$ cat src/rtl/ft_pkg.sv
// Shared types and default timing constants for the rollback controller.
package ft_pkg;

    localparam int unsigned CKPT_INTERVAL_DEF = 16;
    localparam int unsigned DRAIN_CYCLES_DEF  = 4;
    localparam int unsigned RST_CYCLES_DEF    = 2;
    localparam int unsigned MAX_RETRIES_DEF   = 3;

    typedef logic [31:0] addr_t;

    typedef enum logic [2:0] {
        RUN,
        HALT,
        CORE_RST,
        RESTORE,
        FAIL
    } rb_state_t;

endpackage

$ cat src/rtl/ckpt_counter.sv
// Modulo-LIMIT event counter; tc_o flags the enabled cycle that wraps it to 0.
module ckpt_counter #(
    parameter int unsigned LIMIT = 16
) (
    input  logic clk,
    input  logic rst_n,
    input  logic clr_i,
    input  logic en_i,
    output logic tc_o
);

    localparam int unsigned W    = (LIMIT > 1) ? $clog2(LIMIT) : 1;
    localparam logic [W-1:0] LAST = W'(LIMIT - 1);

    logic [W-1:0] cnt_q, cnt_d;

    // Next count: clear wins, wrap at LAST, otherwise advance when enabled
    always_comb begin
        tc_o  = en_i && (cnt_q == LAST);
        cnt_d = cnt_q;
        if (clr_i) begin
            cnt_d = '0;
        end else if (tc_o) begin
            cnt_d = '0;
        end else if (en_i) begin
            cnt_d = cnt_q + 1'b1;
        end
    end

    // Count register
    always_ff @(posedge clk or negedge rst_n) begin
        if (!rst_n) begin
            cnt_q <= '0;
        end else begin
            cnt_q <= cnt_d;
        end
    end

endmodule

$ cat src/rtl/rollback_ctrl.sv
// Checkpoint/rollback controller in front of the saved-PC register.
// Outputs are registered from the current state, so they trail the state by one cycle.
module rollback_ctrl
    import ft_pkg::*;
#(
    parameter int unsigned CKPT_INTERVAL = CKPT_INTERVAL_DEF,
    parameter int unsigned DRAIN_CYCLES  = DRAIN_CYCLES_DEF,
    parameter int unsigned RST_CYCLES    = RST_CYCLES_DEF,
    parameter int unsigned MAX_RETRIES   = MAX_RETRIES_DEF,
    localparam int unsigned RW           = $clog2(MAX_RETRIES + 1)
) (
    input  logic          clk,
    input  logic          rst_n,
    input  logic          error_i,
    input  logic          commit_i,
    input  addr_t         pc_i,
    input  addr_t         spc_i,
    output logic          save_o,
    output addr_t         pc_save_o,
    output logic          halt_o,
    output logic          core_rst_n_o,
    output addr_t         boot_addr_o,
    output logic          redirect_o,
    output logic          recovering_o,
    output logic [RW-1:0] retry_cnt_o,
    output logic          fail_o
);

    localparam logic [RW-1:0] RETRY_MAX = RW'(MAX_RETRIES);

    rb_state_t     state_q, state_d;
    logic [RW-1:0] retry_q, retry_d;
    addr_t         pc_save_q, pc_save_d;
    addr_t         boot_q, boot_d;
    logic          save_q, save_d;
    logic          halt_q, halt_d;
    logic          core_rst_n_q, core_rst_n_d;
    logic          redirect_q, redirect_d;
    logic          recovering_q, recovering_d;
    logic          fail_q, fail_d;

    logic commit_en, commit_tc, drain_tc, rst_tc;

    // An error in the same cycle suppresses the commit entirely
    assign commit_en = (state_q == RUN) && commit_i && !error_i;

    ckpt_counter #(.LIMIT(CKPT_INTERVAL)) u_commit_cnt (
        .clk   (clk),
        .rst_n (rst_n),
        .clr_i (state_q == RESTORE),
        .en_i  (commit_en),
        .tc_o  (commit_tc)
    );

    ckpt_counter #(.LIMIT(DRAIN_CYCLES)) u_drain_cnt (
        .clk   (clk),
        .rst_n (rst_n),
        .clr_i (state_q != HALT),
        .en_i  (state_q == HALT),
        .tc_o  (drain_tc)
    );

    ckpt_counter #(.LIMIT(RST_CYCLES)) u_rst_cnt (
        .clk   (clk),
        .rst_n (rst_n),
        .clr_i (state_q != CORE_RST),
        .en_i  (state_q == CORE_RST),
        .tc_o  (rst_tc)
    );

    // Next-state, datapath updates and output decode
    always_comb begin
        state_d      = state_q;
        retry_d      = retry_q;
        pc_save_d    = pc_save_q;
        boot_d       = boot_q;
        save_d       = commit_tc;
        halt_d       = state_q inside {HALT, CORE_RST, FAIL};
        core_rst_n_d = !(state_q inside {CORE_RST, FAIL});
        redirect_d   = (state_q == RESTORE);
        recovering_d = state_q inside {HALT, CORE_RST, RESTORE};
        fail_d       = (state_q == FAIL);
        case (state_q)
            RUN: begin
                if (error_i) begin
                    state_d = (retry_q == RETRY_MAX) ? FAIL : HALT;
                end else if (commit_i) begin
                    pc_save_d = pc_i;
                    if (commit_tc) begin
                        retry_d = '0;
                    end
                end
            end
            HALT: begin
                if (drain_tc) begin
                    state_d = CORE_RST;
                    boot_d  = spc_i;
                end
            end
            CORE_RST: begin
                if (rst_tc) begin
                    state_d = RESTORE;
                end
            end
            RESTORE: begin
                state_d = RUN;
                if (retry_q != RETRY_MAX) begin
                    retry_d = retry_q + 1'b1;
                end
            end
            FAIL: begin
                state_d = FAIL;
            end
            default: begin
                state_d = RUN;
            end
        endcase
    end

    // State and registered outputs; reset releases the core immediately
    always_ff @(posedge clk or negedge rst_n) begin
        if (!rst_n) begin
            state_q      <= RUN;
            retry_q      <= '0;
            pc_save_q    <= '0;
            boot_q       <= '0;
            save_q       <= 1'b0;
            halt_q       <= 1'b0;
            core_rst_n_q <= 1'b1;
            redirect_q   <= 1'b0;
            recovering_q <= 1'b0;
            fail_q       <= 1'b0;
        end else begin
            state_q      <= state_d;
            retry_q      <= retry_d;
            pc_save_q    <= pc_save_d;
            boot_q       <= boot_d;
            save_q       <= save_d;
            halt_q       <= halt_d;
            core_rst_n_q <= core_rst_n_d;
            redirect_q   <= redirect_d;
            recovering_q <= recovering_d;
            fail_q       <= fail_d;
        end
    end

    assign save_o       = save_q;
    assign pc_save_o    = pc_save_q;
    assign halt_o       = halt_q;
    assign core_rst_n_o = core_rst_n_q;
    assign boot_addr_o  = boot_q;
    assign redirect_o   = redirect_q;
    assign recovering_o = recovering_q;
    assign retry_cnt_o  = retry_q;
    assign fail_o       = fail_q;

endmodule

$ cat config.mk
export PLATFORM = sky130hd
export DESIGN_NAME = rollback_ctrl
export DESIGN_NICKNAME = d
export VERILOG_FILES = /design/src/rtl/ft_pkg.sv /design/src/rtl/ckpt_counter.sv /design/src/rtl/rollback_ctrl.sv
export SDC_FILE = /design/constraint.sdc
export NUM_CORES = 1
export LEC_CHECK = 0
export ABC_AREA = 1
export CAP_MARGIN = 10
export CORE_UTILIZATION = 32
export CTS_CLUSTER_DIAMETER = 50
export CTS_CLUSTER_SIZE = 12
export DETAILED_ROUTE_END_ITERATION = 8
export GPL_TIMING_DRIVEN = 0
export PLACE_DENSITY = 0.67
export SKIP_CTS_REPAIR_TIMING = 1
export SYNTH_ARGS = -nofsm -noshare
export SYNTH_HDL_FRONTEND = slang
export SYNTH_SLANG_ARGS = --single-unit
$ cat constraint.sdc
create_clock -name clk -period 1.69 [get_ports clk]
set_input_delay 0.338 -clock clk [delete_from_list [all_inputs] [get_ports clk]]
set_output_delay 0.338 -clock clk [all_outputs]
set_load 0.05 [all_outputs]
==> results_dict.tcl, run 1 <==
set metrics [dict create \
    antenna_found_initial 0 \
    holdWs_ns 0.451 \
    syn2layout_area_growth_pct 58.3 \
    rsz0062_at_grt "no" \
    syn-instance-count 369 \
    cap_violations 0 \
    gr-total-overflow 0 \
    die_x_um 106 \
    critPathLaunch "core_rst_n_o$_DFF_PN1_" \
    ys_top_cells_by_area "dfrtp_1 59%, nand2_1 16%, nand2_2 5.5%" \
    via_count 2936 \
    multi_input_area_mm2 0.00116 \
    ys.warnings.count 0 \
    fp-row-count 37 \
    p_leak_uw 0.00332 \
    finalHoldViolCount 0 \
    finalWorstSetupSlack_ns 0.0595 \
    start_kind "flip-flop" \
    yosysUniqueCellTypes 21 \
    cts_htree_levels 3 \
    place_inst 645 \
    grtUsageMet1_pct 19.3 \
    r2r_slack_ns 0.24 \
    path_max_fanout 1 \
    cpPeakStageDelay_ns 0.51 \
    fillerInstances 979 \
    ir_worst_vdd_mv 0.974 \
    worstMarginPinSlew_ns 0.556 \
    grt_usage_pct 15.4 \
    clock_skew_ns 0.0115 \
    dp_slack_ns -0.0699 \
    n_antenna_cell 0 \
    synth_top_area_share_pct 59.1 \
    finalSetupViolCount 0 \
    worstSetupPathType "flip-flop to output port" \
    port_buffers 139 \
    grt_use_met2_pct 24.6 \
    cts_buffers 9 \
    ys_top_cells_by_count "150 x nand2_1, 81 x dfrtp_1, 34 x o21ai_0" \
    drive_gt1_share_pct 12.9 \
    grt_pass1_vias 2875 \
    drt-initial-drc-count 139 \
    syn-num-nets 440 \
    fin_nets 592 \
    clock_sinks 82 \
    min_period_ns 1.63 \
    path_cells "dlymetal6s2s_1" \
    min_path_type "flip-flop to flip-flop" \
    synthArstFlopShare_pct 100 \
    p_per_area_mw_per_mm2 2050 \
    fmax_ghz 0.613 \
    hpwl_um 6120 \
    wl_per_cell_um 12.8 \
    grt_pass1_wl_um 13600 \
    ioPinCount 140 \
    slew_headroom_pct 62.9 \
    cp.required_ns 1.35 \
    hp-start "u_drain_cnt.cnt_q[0]$_DFFE_PN0P_" \
    vias_per_cell 4.44 \
    met3_usage_pct 5.50 \
    ys_ff_latch 82 \
    arrival_ns 1.29 \
    syn_area_per_cell_um2 9.29 \
    synth.cell_area_mm2 0.00343 \
    maxSlewViolCount 0 \
    synth_most_common_cell "nand2_1" \
    crit_buf_inv 1 \
    wl_um 8490 \
    start_util_pct 33.1 \
    clk_path_buf_depth 2 \
    dieHeight_um 106 \
    synth_edf_count 0 \
    regArea_mm2 0.00205 \
    gp_congestion 0.827 \
    cts_tree "yes" \
    gr-max-usage-layer "met2" \
    first_pass_iters 4 \
    clk_latency_ns 0.34 \
    drtAntennaViolNets 0 \
    root_buffer "clkbuf_8" \
    outcome "finished, final reports clean" \
    cpMaxStageDelayCell "dfstp_2" \
    cp_top_family "flip-flops" \
    grt_max_degree 47 \
    clkTransAtPathRegs_ns 0.08 \
    dieArea_mm2 0.0111 \
    drc 0 \
    post-route-util_pct 52.4 \
    instances_no_fill 662 \
    yosysSeqAreaShare_pct 59.9 \
    r2r-start "u_drain_cnt.cnt_q[0]$_DFFE_PN0P_" \
    synth_area_leader_cell "dfrtp_1" \
    end_kind "output port" \
    core_area_mm2 0.0104 \
    period_share_pct 96.5 \
    synthFlopType "dfrtp_1" \
]
through the flow:
stage	total power, µW	area, µm²	setup TNS, ns
after floorplan	7450	3430	0
after global placement	9600	4990	-221.96
after detailed placement	9700	5020	-1.27
after CTS	11300	5240	-12.63
after global routing	11700	5430	0
final	11100	5430	0
final timing paths:
kind,end,cells after the start
setup / recovery,core_rst_n_o,1
hold / removal,u_drain_cnt.cnt_q[0]$_DFFE_PN0P_,1
setup reg to reg,boot_addr_o[24]$_DFFE_PN0P_,5
hold reg to reg,u_drain_cnt.cnt_q[0]$_DFFE_PN0P_,1
max in group asynchronous,core_rst_n_o$_DFF_PN1_,3
min in group asynchronous,pc_save_o[31]$_DFFE_PN0P_,2
routing by layer:
metal	vias up	wire, µm
li1	1447	-
met3	10	812
met5	-	0
met2	124	3830
met1	1355	3730
met4	0	104
logic make-up (layout without fill, tap and decap cells):
group	after synthesis	count (layout)	share of synthesized area [%]
DFF	82	82	59.9
adders and majority gates	3	3	1.09
xor gates and xnor gates	1	1	0.255
and+or+nand+nor	211	211	27.2
AOI/OAI and AO/OA	36	36	5.40
buffers and inverters	36	193	6.17
cell type report:
class                      count  area share [%]
sequential                    82            37.8
clock inverter                 2            1.11
inverter                      20            1.38
buffer                        16            2.51
multi-input combinational    251            21.5
timing repair buffer         141            29.6
tap                          136            3.13
clock buffer                  14            3.00
cells in the final DEF, fill, tap and decap left out, types with 2 or more instances in the layout:
cell             netlist  routed
buf_12                 4       4
buf_2                  9       9
bufinv_16              0       2
clkbuf_1               3       6
clkbuf_8               0      11
clkdlybuf4s50_1        0      66
dfrtp_1               81      81
dlymetal6s2s_1         0      72
ha_1                   3       3
inv_1                 16      16
inv_2                  4       4
nand2_1              150     150
nand2_2               30      30
nand2_4                2       2
nand3_1               11      11
nand4_1                3       3
nor2_1                11      11
nor2_4                 2       2
o21ai_0               34      34
where the power goes:
group / leakage [µW] / switching, µW / internal, µW / total [µW]
registers: 0.00101 / 488 / 2830 / 3310
logic: 0.00219 / 4230 / 1980 / 6220
clock network: 0.000111 / 658 / 917 / 1580
registers in the layout (all words and copies together) (netlist names):
signal / cells
u_drain_cnt.cnt_q: 2
recovering_o: 1
pc_save_o: 32
save_o: 1
core_rst_n_o: 1
u_rst_cnt.cnt_q: 1
fail_o: 1
u_commit_cnt.cnt_q: 4
redirect_o: 1
retry_cnt_o: 2
halt_o: 1
boot_addr_o: 32
state_q: 3
Power figures use the tool's default switching activity.
==> inputs of run 2 (changes only) <==
- MAX_ROUTING_LAYER: not set -> met4
- clock period: 1.69 -> 2.1 ns (I/O delays scaled with it)
==> run 2 against run 1 <==
Compared with the run above:
- utilization fell by 1.8 points
- die area did not move
- sequential share of layout area rose by 1.4 points
- critical path depth did not move
- first-iteration DRC count rose by 0.72%
- critical path type unchanged
==> results_dict.tcl, run 2 (synthesis gave the netlist of run 1 again) <==
set metrics [dict create \
    fp-row-count 37 \
    final_common_cell "nand2_1" \
    place_area_mm2 0.00502 \
    dieArea_mm2 0.0111 \
    hpwl_um 6120 \
    root_buffer "clkbuf_8" \
    rsz0062_at_grt "no" \
    r2r-start "u_drain_cnt.cnt_q[0]$_DFFE_PN0P_" \
    maxSlewViolCount 0 \
    start_util_pct 33.1 \
    min_path_type "primary input to async pin" \
    clock_sinks 82 \
    total_power_uw 9020 \
    drc 0 \
    place_inst 645 \
    ioPinCount 140 \
    finalSetupViolCount 0 \
    worstSetupPathType "flip-flop to output port" \
    period_share_pct 93.8 \
    end_kind "output port" \
    vias_per_cell 4.42 \
    p_leak_uw 0.00250 \
    cpPeakStageDelay_ns 0.82 \
    start_kind "flip-flop" \
    design_area_mm2 0.00524 \
    rr_worst_depth 5 \
    cts_tree "yes" \
    final_cell_mix "150 x nand2_1, 137 x clkdlybuf4s50_1, 81 x dfrtp_1, 34 x o21ai_0, 30 x nand2_2" \
    cap_violations 0 \
    antenna_found_initial 0 \
    port_buffers 139 \
    grt_pass1_vias 2877 \
    via_count 2919 \
    clkTransAtPathRegs_ns 0.09 \
    clk_latency_ns 0.34 \
    path_max_fanout 4 \
    dieHeight_um 106 \
    fin_nets 591 \
    instances_no_fill 661 \
    grt_usage_pct 15.9 \
    cpMaxStageDelayCell "clkdlybuf4s50_1" \
    first_pass_iters 4 \
    arrival_ns 1.55 \
    die_x_um 106 \
    fmax_ghz 0.507 \
    drive_gt1_share_pct 13.0 \
    wl_um 8300 \
    drt-initial-drc-count 140 \
    finalHoldViolCount 0 \
    slew_headroom_pct 63.3 \
    regToRegEndpoint "boot_addr_o[26]$_DFFE_PN0P_" \
    post-route-util_pct 50.5 \
    clk_path_buf_depth 2 \
    gp_congestion 0.840 \
    path_cells "clkdlybuf4s50_1" \
    syn2layout_area_growth_pct 52.8 \
    outcome "finished, final reports clean" \
    grt_pass1_wl_um 13600 \
    wl_per_cell_um 12.5 \
    r2r_slack_ns 0.65 \
    cp.required_ns 1.68 \
    clock_skew_ns 0.0109 \
    min_period_ns 1.97 \
    crit_buf_inv 1 \
    p_per_area_mw_per_mm2 1720 \
    holdWs_ns 0.0337 \
    cts_htree_levels 3 \
    worstMarginPinSlew_ns 0.550 \
    drtAntennaViolNets 0 \
    gr-total-overflow 0 \
    n_antenna_cell 0 \
    cp_top_family "buffers and inverters" \
    cts_buffers 9 \
    ir_worst_vdd_mv 0.766 \
    core_area_mm2 0.0104 \
    grt_max_degree 47 \
]
## run 2: cell types whose count changed in the layout (fill, tap and decap cells not counted), sizes merged
cell | previous run | this run
dlygate4sd3 | 1 | 0
dlymetal6s2s | 72 | 1
clkdlybuf4s50 | 66 | 137
## run 2: report_power, final
part	switching (µW)	internal [µW]	total, µW
sequential	417	2280	2690
clock	530	738	1270
combinational	3400	1660	5060
total	4350	4670	9020
## run 2: worst max path at each step
stage,cells after the start,from,to
after detailed placement,8,commit_i,pc_save_o[18]$_DFFE_PN0P_
after global routing,1,retry_cnt_o[0]$_DFFE_PN0P_,retry_cnt_o[0]
final,1,retry_cnt_o[0]$_DFFE_PN0P_,retry_cnt_o[0]
after CTS,1,core_rst_n_o$_DFF_PN1_,core_rst_n_o
after global placement,1,rst_n,boot_addr_o[14]$_DFFE_PN0P_
after floorplan,6,retry_cnt_o[0]$_DFFE_PN0P_,retry_cnt_o[0]$_DFFE_PN0P_
## run 2: layout make-up
type / count / area (µm²)
fillers: 989 / 5130
flip-flops and latches: 82 / 2050
repair buffers: 140 / 1420
multi-input cells: 251 / 1160
well taps: 136 / 170
clock buffers: 14 / 163
plain buffers: 16 / 136
inverters: 20 / 75.1
clock inverters: 2 / 60.1
## run 2: per-stage QoR
step | setup WS [ns] | setup TNS, ns
after global placement | -2.39 | -194.84
after global routing | 0.0782 | 0
after CTS | -0.0179 | -0.0179
after detailed placement | 0.258 | 0
after floorplan | 0.781 | 0
final | 0.129 | 0
## run 2: metal layers
layer	GRT usage (%)	vias to the layer above	wire length, µm	share of wire, %
met5	-	-	0	0
met3	5.13	11	828	10
li1	-	1443	-	-
met2	24.7	127	3720	45
met4	5.65	0	78	0.94
met1	19.5	1338	3670	44
==> inputs of run 3 (changes only) <==
- CTS_BUF_LIST: not set -> sky130_fd_sc_hd__clkbuf_4 sky130_fd_sc_hd__clkbuf_8 sky130_fd_sc_hd__clkbuf_16
- CTS_CLUSTER_DIAMETER: 50 -> not set
- clock period: 2.1 -> 2.3 ns (I/O delays scaled with it)
==> run 3 against run 2 <==
Compared with the run above:
- wire length barely moved
- combinational power fell by 8.7%
- via count rose by 0.31%
- critical path depth did not move
- die area did not move
- first-iteration DRC count fell by 11%
- clock power fell by 6%
- sequential cell count did not move
- largest cell class unchanged
- final area rose by 0.17%
- critical endpoint is now core_rst_n_o
==> results_dict.tcl, run 3 (synthesis gave the netlist of run 1 again) <==
set metrics [dict create \
    clkTransAtPathRegs_ns 0.09 \
    cp.required_ns 1.84 \
    fmax_ghz 0.468 \
    maxSlewViolCount 0 \
    fin_nets 591 \
    final_common_cell "nand2_1" \
    clock_sinks 82 \
    grt_pass1_vias 2869 \
    start_kind "flip-flop" \
    drive_gt1_share_pct 13.5 \
    via_count 2928 \
    fillerInstances 990 \
    wl_um 8290 \
    p_leak_uw 0.00250 \
    die_x_um 106 \
    port_buffers 139 \
    ir_worst_vdd_mv 0.697 \
    ioPinCount 140 \
    grt_max_degree 47 \
    rsz0062_at_grt "no" \
    cts_buffers 9 \
    crit_buf_inv 1 \
    finalHoldViolCount 0 \
    min_period_ns 2.14 \
    drc 0 \
    first_pass_iters 4 \
    final_cell_mix "150 x nand2_1, 138 x clkdlybuf4s50_1, 81 x dfrtp_1, 34 x o21ai_0, 30 x nand2_2" \
    min_path_type "primary input to async pin" \
    path_max_fanout 1 \
    regToRegEndpoint "boot_addr_o[24]$_DFFE_PN0P_" \
    root_buffer "clkbuf_8" \
    syn2layout_area_growth_pct 53.1 \
    finalSetupViolCount 0 \
    start_util_pct 33.1 \
    clk_latency_ns 0.34 \
    period_share_pct 92.8 \
    clock_skew_ns 0.0128 \
    worstMarginPinSlew_ns 0.547 \
    r2r-start "u_drain_cnt.cnt_q[0]$_DFFE_PN0P_" \
    fp-row-count 37 \
    cts_tree "yes" \
    outcome "finished, final reports clean" \
    vias_per_cell 4.43 \
    cpPeakStageDelay_ns 0.83 \
    end_kind "output port" \
    wl_per_cell_um 12.5 \
    cp_top_family "buffers and inverters" \
    clk_path_buf_depth 2 \
    dieHeight_um 106 \
    grt_pass1_wl_um 13600 \
    core_area_mm2 0.0104 \
    place_area_mm2 0.00502 \
    arrival_ns 1.68 \
    path_depth 1 \
    design_area_mm2 0.00525 \
    grt_usage_pct 15.9 \
    critPathLaunch "core_rst_n_o$_DFF_PN1_" \
    path_cells "clkdlybuf4s50_1" \
    n_antenna_cell 0 \
    r2r_slack_ns 0.86 \
    cts_htree_levels 3 \
    cpMaxStageDelayCell "clkdlybuf4s50_1" \
    setup_tns_ns 0 \
    p_per_area_mw_per_mm2 1580 \
    gp_congestion 0.840 \
    cap_violations 0 \
    slew_headroom_pct 63.4 \
    total_power_uw 8270 \
    drt-initial-drc-count 125 \
    drtAntennaViolNets 0 \
    antenna_found_initial 0 \
    hpwl_um 6120 \
    gr-total-overflow 0 \
    rr_worst_depth 5 \
    dieArea_mm2 0.0111 \
    worstSetupPathType "flip-flop to output port" \
]
run 3: cell count changes in the layout (fill, tap and decap cells not counted), sizes merged:
| cell | before | now |
|---|---|---|
| dlymetal6s2s | 1 | 0 |
| clkdlybuf4s50 | 137 | 138 |
run 3: per-stage QoR:
step | cells | setup WS [ns] | util [%] | hold slack (ns)
floorplan | 369 | 0.981 | - | 0.164
global placement | 644 | -2.23 | 48.1 | 0.425
detailed placement | 645 | 0.418 | 48.4 | 0.437
CTS | 661 | 0.142 | 50.6 | 0.0779
global route | 661 | 0.121 | 50.6 | 0.107
finish | 661 | 0.164 | 50.6 | 0.0766
run 3: power breakdown:
part	switching [µW]	total (µW)	internal (µW)
combinational	3100	4620	1520
sequential	383	2460	2080
clock	484	1190	709
run 3: layout make-up:
cell class                      count  area [µm²]  share of cell area [%]
Inverter                           20        75.1                    1.43
Timing Repair Buffer              140        1420                    27.0
Tap cell                          136         170                    3.24
Sequential cell                    82        2050                    39.1
Clock buffer                       14         174                    3.31
Clock inverter                      2        60.1                    1.14
Buffer                             16         136                    2.60
Multi-Input combinational cell    251        1160                    22.2
run 3: metal layers:
metal  GRT usage (%)  vias up  part of all wire (%)
met3            5.13       10                   9.9
met4            5.56        0                   1.2
met5               -        -                     0
met2            24.6      136                    44
met1            19.6     1338                    45
li1                -     1444                     -
run 3: how the worst max path moves through the flow:
stage | to | slack (ns)
after floorplan | retry_cnt_o[0]$_DFFE_PN0P_ | 0.98
after global placement | boot_addr_o[14]$_DFFE_PN0P_ | -2.23
final | core_rst_n_o | 0.16
after global routing | core_rst_n_o | 0.12
after detailed placement | pc_save_o[18]$_DFFE_PN0P_ | 0.42
after CTS | core_rst_n_o | 0.14
